### config.mk
export PLATFORM = sky130hd
export DESIGN_NAME = motoro3_hall_step_decoder_flat
export DESIGN_NICKNAME = d
export VERILOG_FILES = /design/src/rtl/motoro3_hall_step_decoder_if.sv /design/src/rtl/motoro3_hall_step_decoder.sv /design/src/flat_wrapper.sv
export SDC_FILE = /design/constraint.sdc
export NUM_CORES = 1
export LEC_CHECK = 0
export ABC_AREA = 1
export BUFFER_PORTS_ARGS = -buffer_cell sky130_fd_sc_hd__clkbuf_2
export CORE_ASPECT_RATIO = 0.8
export CORE_MARGIN = 1.5
export CORE_UTILIZATION = 58
export CTS_BUF_LIST = sky130_fd_sc_hd__clkbuf_16
export DETAILED_ROUTE_END_ITERATION = 16
export GPL_TIMING_DRIVEN = 0
export PLACE_DENSITY_LB_ADDON = 0.1
export SYNTH_ARGS = -nofsm -noshare
export SYNTH_HDL_FRONTEND = slang
export SYNTH_SLANG_ARGS = --single-unit
### constraint.sdc
create_clock -name clk -period 3.5 [get_ports clk]
set_input_delay 0 -clock clk [delete_from_list [all_inputs] [get_ports clk]]
set_output_delay 0 -clock clk [all_outputs]
set_load 0.005 [all_outputs]
### src/rtl/motoro3_hall_step_decoder_if.sv
// Hall decoder signal bundle: raw Hall inputs in, decoded step/direction/speed and fault flags out.
// The decoder uses the slave modport and the Hall source/consumer uses the master modport.
interface motoro3_hall_step_decoder_if #(
  parameter int CNT_W = 25
);
  logic [2:0]       hallIn;
  logic [3:0]       hsStep;
  logic             hsStepValid;
  logic             hsStepPulse;
  logic             hsDirRev;
  logic [CNT_W-1:0] hsPeriod;
  logic             hsPeriodValid;
  logic             hsStall;
  logic             hsHallErr;
  logic             hsSkipErr;

  modport slave (
    input  hallIn,
    output hsStep, hsStepValid, hsStepPulse, hsDirRev,
    output hsPeriod, hsPeriodValid, hsStall, hsHallErr, hsSkipErr
  );

  modport master (
    output hallIn,
    input  hsStep, hsStepValid, hsStepPulse, hsDirRev,
    input  hsPeriod, hsPeriodValid, hsStall, hsHallErr, hsSkipErr
  );
endinterface

### src/rtl/motoro3_hall_step_decoder.sv
// Hall sensor decoder: synchronizes and debounces {C,B,A}, maps codes to the 6-step index,
// tracks direction, measures step period and flags stall / invalid code / skipped step.
module motoro3_hall_step_decoder #(
  parameter int               DEBOUNCE    = 16,
  parameter int               CNT_W       = 25,
  parameter logic [CNT_W-1:0] STALL_LIMIT = CNT_W'(10000000)
) (
  input  logic                          clk,
  input  logic                          nRst,
  motoro3_hall_step_decoder_if.slave    hs
);

  localparam int               RUN_W   = $clog2(DEBOUNCE + 1);
  localparam logic [RUN_W-1:0] RUN_ACC = RUN_W'(DEBOUNCE - 1);
  localparam logic [RUN_W-1:0] RUN_MAX = RUN_W'(DEBOUNCE);

  typedef enum logic [1:0] {ST_INIT, ST_ACQ, ST_RUN} state_t;

  function automatic logic code_ok(input logic [2:0] c);
    return (c != 3'b000) && (c != 3'b111);
  endfunction

  function automatic logic [3:0] hall_decode(input logic [2:0] c);
    case (c)
      3'b001:  return 4'd0;
      3'b011:  return 4'd1;
      3'b010:  return 4'd2;
      3'b110:  return 4'd3;
      3'b100:  return 4'd4;
      3'b101:  return 4'd5;
      default: return 4'd0;
    endcase
  endfunction

  // (new - old) mod 6: 1 is a forward step, 5 a reverse step, anything else a skip
  function automatic logic [3:0] step_delta(input logic [3:0] new_s, input logic [3:0] old_s);
    logic [3:0] d;
    d = new_s + 4'd6 - old_s;
    if (d >= 4'd6) d = d - 4'd6;
    return d;
  endfunction

  logic [2:0]       sync1_q, sync1_d, sync2_q, sync2_d;
  logic [1:0]       sync_vld_q, sync_vld_d;
  logic [2:0]       cand_q, cand_d;
  logic [RUN_W-1:0] run_q, run_d;
  logic [2:0]       last_code_q, last_code_d;
  logic             last_vld_q, last_vld_d;
  logic             acc_q, acc_d;
  logic [2:0]       acc_code_q, acc_code_d;

  state_t           state_q, state_d;
  logic [CNT_W-1:0] per_cnt_q, per_cnt_d;
  logic [3:0]       step_q, step_d;
  logic             step_vld_q, step_vld_d;
  logic             pulse_q, pulse_d;
  logic             dir_q, dir_d;
  logic [CNT_W-1:0] period_q, period_d;
  logic             per_vld_q, per_vld_d;
  logic             stall_q, stall_d;
  logic             herr_q, herr_d;
  logic             skip_q, skip_d;

  logic [3:0]       new_step;
  logic [3:0]       delta;

  // Synchronizer and debounce filter. The valid shift keeps the post-reset zeros of the
  // synchronizer from ever being treated as a Hall code.
  always_comb begin
    sync1_d     = hs.hallIn;
    sync2_d     = sync1_q;
    sync_vld_d  = {sync_vld_q[0], 1'b1};
    cand_d      = cand_q;
    run_d       = run_q;
    last_code_d = last_code_q;
    last_vld_d  = last_vld_q;
    acc_d       = 1'b0;
    acc_code_d  = acc_code_q;
    if (sync_vld_q[1]) begin
      if ((run_q == '0) || (sync2_q != cand_q)) begin
        cand_d = sync2_q;
        run_d  = RUN_W'(1);
      end else if (run_q == RUN_ACC) begin
        run_d = RUN_MAX;
        if (!last_vld_q || (sync2_q != last_code_q)) begin
          acc_d       = 1'b1;
          acc_code_d  = sync2_q;
          last_code_d = sync2_q;
          last_vld_d  = 1'b1;
        end
      end else if (run_q != RUN_MAX) begin
        run_d = run_q + RUN_W'(1);
      end
    end
  end

  // Step state machine; the period counter holds the cycle count since the last accepted step
  always_comb begin
    state_d    = state_q;
    step_d     = step_q;
    step_vld_d = step_vld_q;
    pulse_d    = 1'b0;
    dir_d      = dir_q;
    period_d   = period_q;
    per_vld_d  = 1'b0;
    stall_d    = stall_q;
    herr_d     = herr_q;
    skip_d     = 1'b0;
    new_step   = hall_decode(acc_code_q);
    delta      = step_delta(new_step, step_q);

    if (state_q == ST_INIT)            per_cnt_d = '0;
    else if (per_cnt_q != STALL_LIMIT) per_cnt_d = per_cnt_q + CNT_W'(1);
    else                               per_cnt_d = per_cnt_q;

    if (acc_q) begin
      if (!code_ok(acc_code_q)) begin
        herr_d     = 1'b1;
        step_vld_d = 1'b0;
        state_d    = ST_INIT;
        per_cnt_d  = '0;
      end else begin
        step_d     = new_step;
        step_vld_d = 1'b1;
        pulse_d    = 1'b1;
        herr_d     = 1'b0;
        stall_d    = 1'b0;
        per_cnt_d  = CNT_W'(1);
        if (state_q == ST_INIT) begin
          state_d = ST_ACQ;
        end else if ((delta == 4'd1) || (delta == 4'd5)) begin
          if ((state_q == ST_RUN) && ((delta == 4'd5) == dir_q)) begin
            period_d  = per_cnt_q;
            per_vld_d = 1'b1;
          end else begin
            dir_d   = (delta == 4'd5);
            state_d = (state_q == ST_RUN) ? ST_ACQ : ST_RUN;
          end
        end else begin
          skip_d  = 1'b1;
          state_d = ST_ACQ;
        end
      end
    end else if ((state_q != ST_INIT) && (per_cnt_q == STALL_LIMIT) && !stall_q) begin
      stall_d = 1'b1;
      state_d = ST_ACQ;
    end
  end

  always_ff @(posedge clk) begin
    if (!nRst) begin
      sync1_q     <= '0;
      sync2_q     <= '0;
      sync_vld_q  <= '0;
      cand_q      <= '0;
      run_q       <= '0;
      last_code_q <= '0;
      last_vld_q  <= 1'b0;
      acc_q       <= 1'b0;
      acc_code_q  <= '0;
      state_q     <= ST_INIT;
      per_cnt_q   <= '0;
      step_q      <= '0;
      step_vld_q  <= 1'b0;
      pulse_q     <= 1'b0;
      dir_q       <= 1'b0;
      period_q    <= '0;
      per_vld_q   <= 1'b0;
      stall_q     <= 1'b0;
      herr_q      <= 1'b0;
      skip_q      <= 1'b0;
    end else begin
      sync1_q     <= sync1_d;
      sync2_q     <= sync2_d;
      sync_vld_q  <= sync_vld_d;
      cand_q      <= cand_d;
      run_q       <= run_d;
      last_code_q <= last_code_d;
      last_vld_q  <= last_vld_d;
      acc_q       <= acc_d;
      acc_code_q  <= acc_code_d;
      state_q     <= state_d;
      per_cnt_q   <= per_cnt_d;
      step_q      <= step_d;
      step_vld_q  <= step_vld_d;
      pulse_q     <= pulse_d;
      dir_q       <= dir_d;
      period_q    <= period_d;
      per_vld_q   <= per_vld_d;
      stall_q     <= stall_d;
      herr_q      <= herr_d;
      skip_q      <= skip_d;
    end
  end

  assign hs.hsStep        = step_q;
  assign hs.hsStepValid   = step_vld_q;
  assign hs.hsStepPulse   = pulse_q;
  assign hs.hsDirRev      = dir_q;
  assign hs.hsPeriod      = period_q;
  assign hs.hsPeriodValid = per_vld_q;
  assign hs.hsStall       = stall_q;
  assign hs.hsHallErr     = herr_q;
  assign hs.hsSkipErr     = skip_q;

endmodule
### src/flat_wrapper.sv
// flat-port wrapper written by rule: the top's interface ports become plain ports
module motoro3_hall_step_decoder_flat 
#(
  parameter int               DEBOUNCE    = 16,
  parameter int               CNT_W       = 25,
  parameter logic [CNT_W-1:0] STALL_LIMIT = CNT_W'(10000000)
)
  (clk, nRst, hs_hallIn, hs_hsStep, hs_hsStepValid, hs_hsStepPulse, hs_hsDirRev, hs_hsPeriod, hs_hsPeriodValid, hs_hsStall, hs_hsHallErr, hs_hsSkipErr);
  motoro3_hall_step_decoder_if #(.CNT_W(CNT_W)) hs_i ();
  input  logic clk;
  input  logic nRst;
  input wire logic [$bits(hs_i.hallIn)-1:0] hs_hallIn;
  output wire logic [$bits(hs_i.hsStep)-1:0] hs_hsStep;
  output wire logic [$bits(hs_i.hsStepValid)-1:0] hs_hsStepValid;
  output wire logic [$bits(hs_i.hsStepPulse)-1:0] hs_hsStepPulse;
  output wire logic [$bits(hs_i.hsDirRev)-1:0] hs_hsDirRev;
  output wire logic [$bits(hs_i.hsPeriod)-1:0] hs_hsPeriod;
  output wire logic [$bits(hs_i.hsPeriodValid)-1:0] hs_hsPeriodValid;
  output wire logic [$bits(hs_i.hsStall)-1:0] hs_hsStall;
  output wire logic [$bits(hs_i.hsHallErr)-1:0] hs_hsHallErr;
  output wire logic [$bits(hs_i.hsSkipErr)-1:0] hs_hsSkipErr;
  assign hs_i.hallIn = hs_hallIn;
  assign hs_hsStep = hs_i.hsStep;
  assign hs_hsStepValid = hs_i.hsStepValid;
  assign hs_hsStepPulse = hs_i.hsStepPulse;
  assign hs_hsDirRev = hs_i.hsDirRev;
  assign hs_hsPeriod = hs_i.hsPeriod;
  assign hs_hsPeriodValid = hs_i.hsPeriodValid;
  assign hs_hsStall = hs_i.hsStall;
  assign hs_hsHallErr = hs_i.hsHallErr;
  assign hs_hsSkipErr = hs_i.hsSkipErr;
  motoro3_hall_step_decoder #(.DEBOUNCE(DEBOUNCE), .CNT_W(CNT_W), .STALL_LIMIT(STALL_LIMIT)) u_core (.clk(clk), .nRst(nRst), .hs(hs_i));
endmodule
---- Yosys cells after proc, flatten, opt, wreduce, memory -nomap -nowiden ----
Index checks and enable logic that the tools add are counted.
word-level totals
  bits in registers ....................... 84
  latch bits .............................. 0
  bits in writable memories ............... 0
  ROM bits ................................ 0
  word-level logic and storage cells ...... 106
  memories ................................ 0
cells by class
  add/subtract/negate cells ............... 5
  multiply operators ...................... 0
  divide/modulo/power cells ............... 0
  magnitude comparators ................... 1
  equal/unequal tests ..................... 18
  shifts and indexed selects .............. 0
  multiplexer cells ....................... 25
  bitwise gates (word level) .............. 9
  reductions and logical operators ........ 28
operators with widths
  kind                                                                     count
  25-bit 2-to-1 mux                                                        3
  25-bit by 1-bit adder with 25-bit output, second input constant          1
  25-bit by 24-bit equality test with 1-bit output, second input constant  1
  25-bit by 24-bit != test with 1-bit output, second input constant        1
  5-bit 2-to-1 mux                                                         3
  3-bit one-hot mux with 5 select lines                                    1
  2-bit 2-to-1 mux                                                         7
  2-bit AND reduction                                                      6
  1-bit 2-to-1 mux                                                         10
  5-bit != test, second input constant                                     2
  5-bit AND reduction                                                      2
  3-bit equality test, second input constant                               3
  1-bit inverter                                                           9
  3-bit nonzero test                                                       3
  4-bit OR reduction                                                       2
  3-bit by 2-bit equality test with 1-bit output, second input constant    2
  3-bit != test                                                            2
  5-bit by 1-bit adder with 5-bit output, second input constant            1
  5-bit by 4-bit equality test with 1-bit output, second input constant    1
  5-bit zero test                                                          1
  5-bit OR reduction                                                       1
  3-bit by 3-bit adder with 4-bit output, second input constant            1
  4-bit by 1-bit equality test with 1-bit output, second input constant    1
  4-bit by 3-bit equality test with 1-bit output, second input constant    1
  14 further kinds                                                         21

---- Logic depth before layout (Yosys ltp) ----
Gate-level depths: netlist of the first run.
  depth after elaboration ................. 14
  gate-level depth with buffers ........... 20

---- Worst setup path before layout of the first run ----
OpenSTA, ideal clock, no wires.
  kind .................................... register to register
  from .................................... register, netlist name u_core.last_code_q[2]
  to ...................................... register u_core.period_q[9], in the netlist u_core.hs.hsPeriod[9]
  data arrival time ....................... 2.612 ns
  required time ........................... 3.384 ns
  setup slack ............................. 0.773 ns
  cell stages (with the launch flop) ...... 19
  buffers on the path ..................... 1
  period minus slack after synthesis ...... 2.727 ns
  cells stage by stage .................... dfxtp_1 > inv_2 > o21ai_0 > nand2_1 > ha_1 > inv_1 > ha_1 > fa_1 > ha_1 > inv_1 > nand2_1 > nand2_1 > nor2_1 > nand2_1 > nand2_2 > nand4_4 > buf_2 > o21ai_0 > nor2_1
RTL lines
  item                    RTL line                          source
  end signal: assignment  motoro3_hall_step_decoder.sv:188  period_q <= period_d;
  end: declaration        motoro3_hall_step_decoder.sv:58   logic [CNT_W-1:0] period_q, period_d;

==> out/results.tsv, run 1 <==
metric	value	unit
register area	0.00166	mm^2
Pwr per Cell Area	432	mW/mm^2
I/O pins	41	
Yosys Warn Count	0	
global-route wire length before repair	14.6	mm
xor and xnor fraction of the mapped netlist area	1.15	%
clk_lat worst skew	0.34	ns
synth top area cells	dfxtp_1 44%, nor2_1 10%, nand2_1 8.0%	
gpl congestion	0.916	
HP Class	input pin to register	
final hold violations	0	
CTS sink count	83	
Hold Path Depth	4	
full die area	0.00708	mm^2
status	complete, no violations	
Initial DRC Count	298	
final setup TNS	0	ns
wire per inst	13.3	um
Final nets	604	
top_reg_cell synth	dfxtp_1	
Worst Path Required	3.73	ns
Post-DRT Antenna Nets	0	
minimum clock period	3.19	ns
CTS tree	done	
drt via density	5.32	
gr ovfl total	0	
setup violators final	0	
simple-gate portion of the synthesized area	29.1	%
Initial Utilization	59.8	%
Worst-Margin Slew	0.605	ns
post-CTS resize count	0	
syn nets	550	
CP Class	register to register	
Synth Area in Compound Gates	13.0	%
most frequent cell after synthesis	nor2_1	
# Max-Cap Violations	0	
FF-to-FF setup slack	0.31	ns
Multi-input gate area	0.00180	mm^2
syn avg cell area	7.14	um^2
Post-DP Area	0.00412	mm^2
WP data arrival	3.42	ns
PortBufs	39	
worst vdd ir	290	uV
Reg clk slew, reported paths	0.07	ns
hpwl dp	6.64	mm
top cell type's share of synthesized area	43.6	%
H-tree Lvls	3	
die height	75.5	um
main combinational cell family by area after synthesis	simple AND/OR/NAND/NOR gates	
max-slew violation count	0	
Post-synth EDFFs	0	
largest net degree at the start of global routing	16	
initial antenna violation count	0	
Worst Path Max Fanout	10	
Final Cycle Share	91.0	%
synthesized area	0.00381	mm^2
cell count of the worst reg-to-reg path	17	
multiplexer share of the synthesized area	0	%
post-route cell area	0.00443	mm^2
Leakage Power	1.86	nW
WL final	8.98	mm
Distinct cells, synth	37	
layout cell share with drive strength beyond 1	13.5	%
adder-cell share of the synthesized area	3.80	%
RSZ-0062 raised after global routing	false	
total power	1.92	mW
Root Buffer	clkbuf_16	
Startpoint Class	register	
Max transition margin	59.5	%
Syn-to-layout area delta	16.2	%
Min Hold Slack	0.384	ns
via count	3602	
diodes inserted	0	
vias in the first global route	3116	
synth cell count leaders	102 x nor2_1, 83 x dfxtp_1, 81 x nand2_1, 71 x inv_1, 43 x o21ai_0	
critical path endpoint category	register	
Mapped Cells	534	
worst-case clock skew	0.00793	ns
DRC	0	
post-synthesis sequential area ratio	43.6	%
GRT Total Usage	26.9	%
core box area	0.00638	mm^2
TritonCTS Buffers	9	
Die X	93.7	um
Yosys top cell by area	dfxtp_1	
drt first pass iters	5	
Seq cells post-synth	83	
fraction of registers with async set/reset	0	%
Fillers	572	
worst-case clock buffer depth	2	
num rows	26	
Fmax	0.314	GHz
[cells in the final DEF (no fill, tap or decap), types with 3 or more instances in the layout]
cell type and n:
inv_1 72, a211oi_1 3, dlygate4sd3_1 4, nand2_1 81, ha_1 10, nand3_1 25, nor2_1 102, nor2_2 13
nor4_1 5, clkbuf_16 9, clkbuf_1 7, a21oi_1 27, xor2_1 3, dfxtp_1 83, nand4_1 8, o21ai_1 13
nor3_1 14, clkbuf_2 41, o21ai_0 43
[per-layer routing]
layer | wire [um] | up-vias | track usage [%]
met5 | 0 | - | 0
met4 | 110 | 0 | 8.29
met3 | 759 | 9 | 7.58
met2 | 3700 | 145 | 40.6
met1 | 4400 | 1610 | 37.9
li1 | - | 1838 | -
[metrics by stage]
| stage | utilization [%] | cells | setup WS (ns) |
|---|---|---|---|
| after detailed placement | 64.5 | 657 | 0.363 |
| after floorplan | - | 534 | 0.773 |
| after global routing | 69.5 | 677 | 0.0539 |
| after CTS | 69.5 | 677 | 0.336 |
| after global placement | 64.5 | 657 | 0.426 |
| final | 69.5 | 677 | 0.315 |
[worst max-delay path, cell delays in order (launching register included)]
cell and delay [ns]:
dfxtp_1 0.41, nor2_1 0.08, o21ai_0 0.15, nand2_1 0.10
ha_1 0.18, inv_1 0.05, ha_1 0.15, fa_1 0.47
ha_1 0.24, nor2_1 0.18, nand2_1 0.08, nand2_1 0.08
nor2_1 0.06, nand3_1 0.13, nand4_4 0.21, clkbuf_2 0.25
o21ai_1 0.20, nor2_1 0.05
[sequential cells by signal, indices dropped and copies added, names as in the netlist, 2 cells and up]
register and cells:
u_core.hs.hsPeriod 25, u_core.per_cnt_q 25, u_core.run_q 5, u_core.cand_q 3, u_core.hs.hsStep 3, u_core.last_code_q 3
u_core.sync1_q 3, u_core.sync2_q 3, u_core.state_q 2, u_core.sync_vld_q 2
[report_power, final]
part           internal (mW)  leakage, nW  switching, mW
Combinational         0.0235         1.05         0.0409
Sequential             0.954        0.671        0.00738
Clock                  0.487        0.136          0.404
Total                   1.46         1.86          0.452
[layout make-up]
class | count | share of cell area [%]
buffer | 13 | 1.69
clock buffer | 9 | 5.08
clock inverter | 7 | 1.19
inverter | 74 | 6.32
multi-input combinational | 364 | 40.6
sequential | 83 | 37.5
tap | 84 | 2.37
timing repair buffer | 43 | 5.31
[cells by family (layout without fill, tap and decap cells)]
logic type | count (synthesis) | count (layout)
AND/OR/NAND/NOR | 254 | 254
AO/OA/AOI/OAI | 93 | 93
buffers and inverters | 87 | 146
flip-flops | 83 | 83
adder cells (fa/ha/maj) | 11 | 11
XOR/XNOR | 5 | 5
other | 1 | 1
[what timing repair did]
action                                 in CTS  in global routing
endpoints found under the hold margin       4                  0
hold buffers                                4                  0
buffers inserted                            0                  0
[final timing paths]
check	from	to
min	hs_hallIn[0]	u_core.sync1_q[0]
max	u_core.last_code_q[1]	u_core.hs.hsPeriod[8]
max reg2reg	u_core.last_code_q[1]	u_core.hs.hsPeriod[8]
min reg2reg	u_core.sync_vld_q[0]	u_core.sync_vld_q[1]
No activity file was read; power rests on OpenSTA's default activity.
==> inputs of run 2 (changes only) <==
- CORE_ASPECT_RATIO: 0.8 -> 0.7
==> out/results.tsv, run 2 (same netlist as run 1, synthesis figures left out) <==
metric	value	unit
status	complete, no violations	
hpwl dp	6.57	mm
Syn-to-layout area delta	16.2	%
Worst Path Required	3.72	ns
dpl ws	0.274	ns
Logic pwr share	3.4	%
Leakage Power	1.85	nW
setup violators final	0	
most frequent cells in the layout	102 x nor2_1, 83 x dfxtp_1, 81 x nand2_1	
most frequent CP cell	nand2_1	
final worst slack	0.277	ns
WL final	8.92	mm
initial antenna violation count	0	
P_sw	0.416	mW
largest net degree at the start of global routing	14	
core box area	0.00628	mm^2
CTS tree	done	
num rows	24	
DRC	0	
drt first pass iters	6	
switch share	21.5	%
worst vdd ir	289	uV
clk_lat worst skew	0.33	ns
full die area	0.00708	mm^2
die height	70.9	um
cell count of the worst reg-to-reg path	18	
commonest non-fill, non-tap cell in the layout	nor2_1	
Max transition margin	61.7	%
HP Class	input pin to register	
drt via density	5.35	
Hold Path Depth	4	
Die X	99.9	um
Worst Path Max Fanout	10	
final hold violations	0	
PortBufs	39	
layout cell share with drive strength beyond 1	13.3	%
Reg clk slew, reported paths	0.06	ns
Final nets	604	
Max stage delay on crit path	0.45	ns
CP max stage cell	fa_1	
RSZ-0062 raised after global routing	false	
Reg power frac	49.7	%
wire per inst	13.3	um
GRT Total Usage	27.9	%
vias in the first global route	3426	
Post-DRT Antenna Nets	0	
Root Buffer	clkbuf_16	
CP Class	register to register	
WP data arrival	3.44	ns
worst-case clock buffer depth	2	
gr ovfl total	0	
TritonCTS Buffers	9	
via count	3584	
Startpoint Class	register	
Worst-Margin Slew	0.573	ns
Final Cycle Share	92.1	%
Pwr per Cell Area	437	mW/mm^2
minimum clock period	3.22	ns
H-tree Lvls	3	
Internal	1.52	mW
worst-case clock skew	0.00529	ns
crit-path cells	inv_2, o21ai_0, nand2_1, ha_1, inv_1, ha_1, fa_1, ha_1, inv_1, nand2_1, nand2_1, nor2_1, nand2_1, nand2_2, nand4_4, clkbuf_2, o21ai_2, nor2_1	
Min Hold Slack	0.394	ns
max-slew violation count	0	
global-route wire length before repair	15.7	mm
Fmax	0.310	GHz
Initial DRC Count	209	
final setup TNS	0	ns
diodes inserted	0	
total power	1.94	mW
Fillers	566	
CTS sink count	83	
Initial Utilization	60.8	%
gpl congestion	0.912	
critical path endpoint category	register	
I/O pins	41	
# Max-Cap Violations	0	
clock share of power	46.9	%
==> run 2: changes by cell type in the layout (fill, tap and decap cells not counted), sizes merged <==
cell    delta
clkinv     +2
inv        -4
bufinv     +1
==> run 2: what timing repair did <==
| item | 4_1_cts | 5_1_grt |
|---|---|---|
| resized for setup | 0 | 1 |
| endpoints found under the hold margin | 4 | 0 |
| buffers inserted | 0 | 0 |
| hold buffers | 4 | 0 |
| setup endpoints to repair | 0 | 1 |
==> run 2: area by class of cell <==
class | count | area (um^2) | area share (%)
Multi-Input combinational cell | 364 | 1800 | 40.6
Sequential cell | 83 | 1660 | 37.5
Inverter | 74 | 280 | 6.32
Timing Repair Buffer | 43 | 235 | 5.30
Clock buffer | 9 | 225 | 5.08
Tap cell | 78 | 97.6 | 2.20
Buffer | 13 | 75.1 | 1.69
Clock inverter | 6 | 57.6 | 1.30
==> run 2: routing by layer <==
metal	GRT usage (%)	vias to the layer above	wire (um)
met4	7.04	0	70
met2	44.0	123	3890
met1	38.4	1626	4280
met5	0	-	0
met3	7.51	8	686
li1	-	1827	-
==> run 2: power groups by stage <==
stage	clock [mW]	combinational, mW	sequential (mW)
6_report	0.908	0.0656	0.962
2_1_floorplan	0	0.0440	0.981
4_1_cts	0.922	0.0651	0.962
5_1_grt	0.969	0.0747	0.963
3_3_place_gp	0	0.0580	0.982
3_5_place_dp	0	0.0603	0.983
==> run 2: critical path, delay by kind of cell, from the launching register on <==
family | cells | cell delay [ns]
fa+ha+maj | 4 | 1.09
compound gates | 2 | 0.41
buf+inv | 4 | 0.42
flops | 1 | 0.41
simple gates | 8 | 0.80
==> run 2: path summary, 6_finish.rpt <==
path,start,endpoint,slack [ns]
setup / recovery,u_core.last_code_q[2],u_core.hs.hsPeriod[8],0.28
setup reg to reg,u_core.last_code_q[2],u_core.hs.hsPeriod[8],0.28
hold reg to reg,u_core.sync1_q[1],u_core.sync2_q[1],0.41
hold / removal,hs_hallIn[2],u_core.sync1_q[2],0.39
==> run 2: through the flow <==
step	utilization [%]	std cells	area [um^2]
floorplan	-	534	3810
global placement	65.5	651	4110
detailed placement	65.5	651	4110
CTS	70.6	670	4430
global route	70.7	670	4430
finish	70.7	670	4430
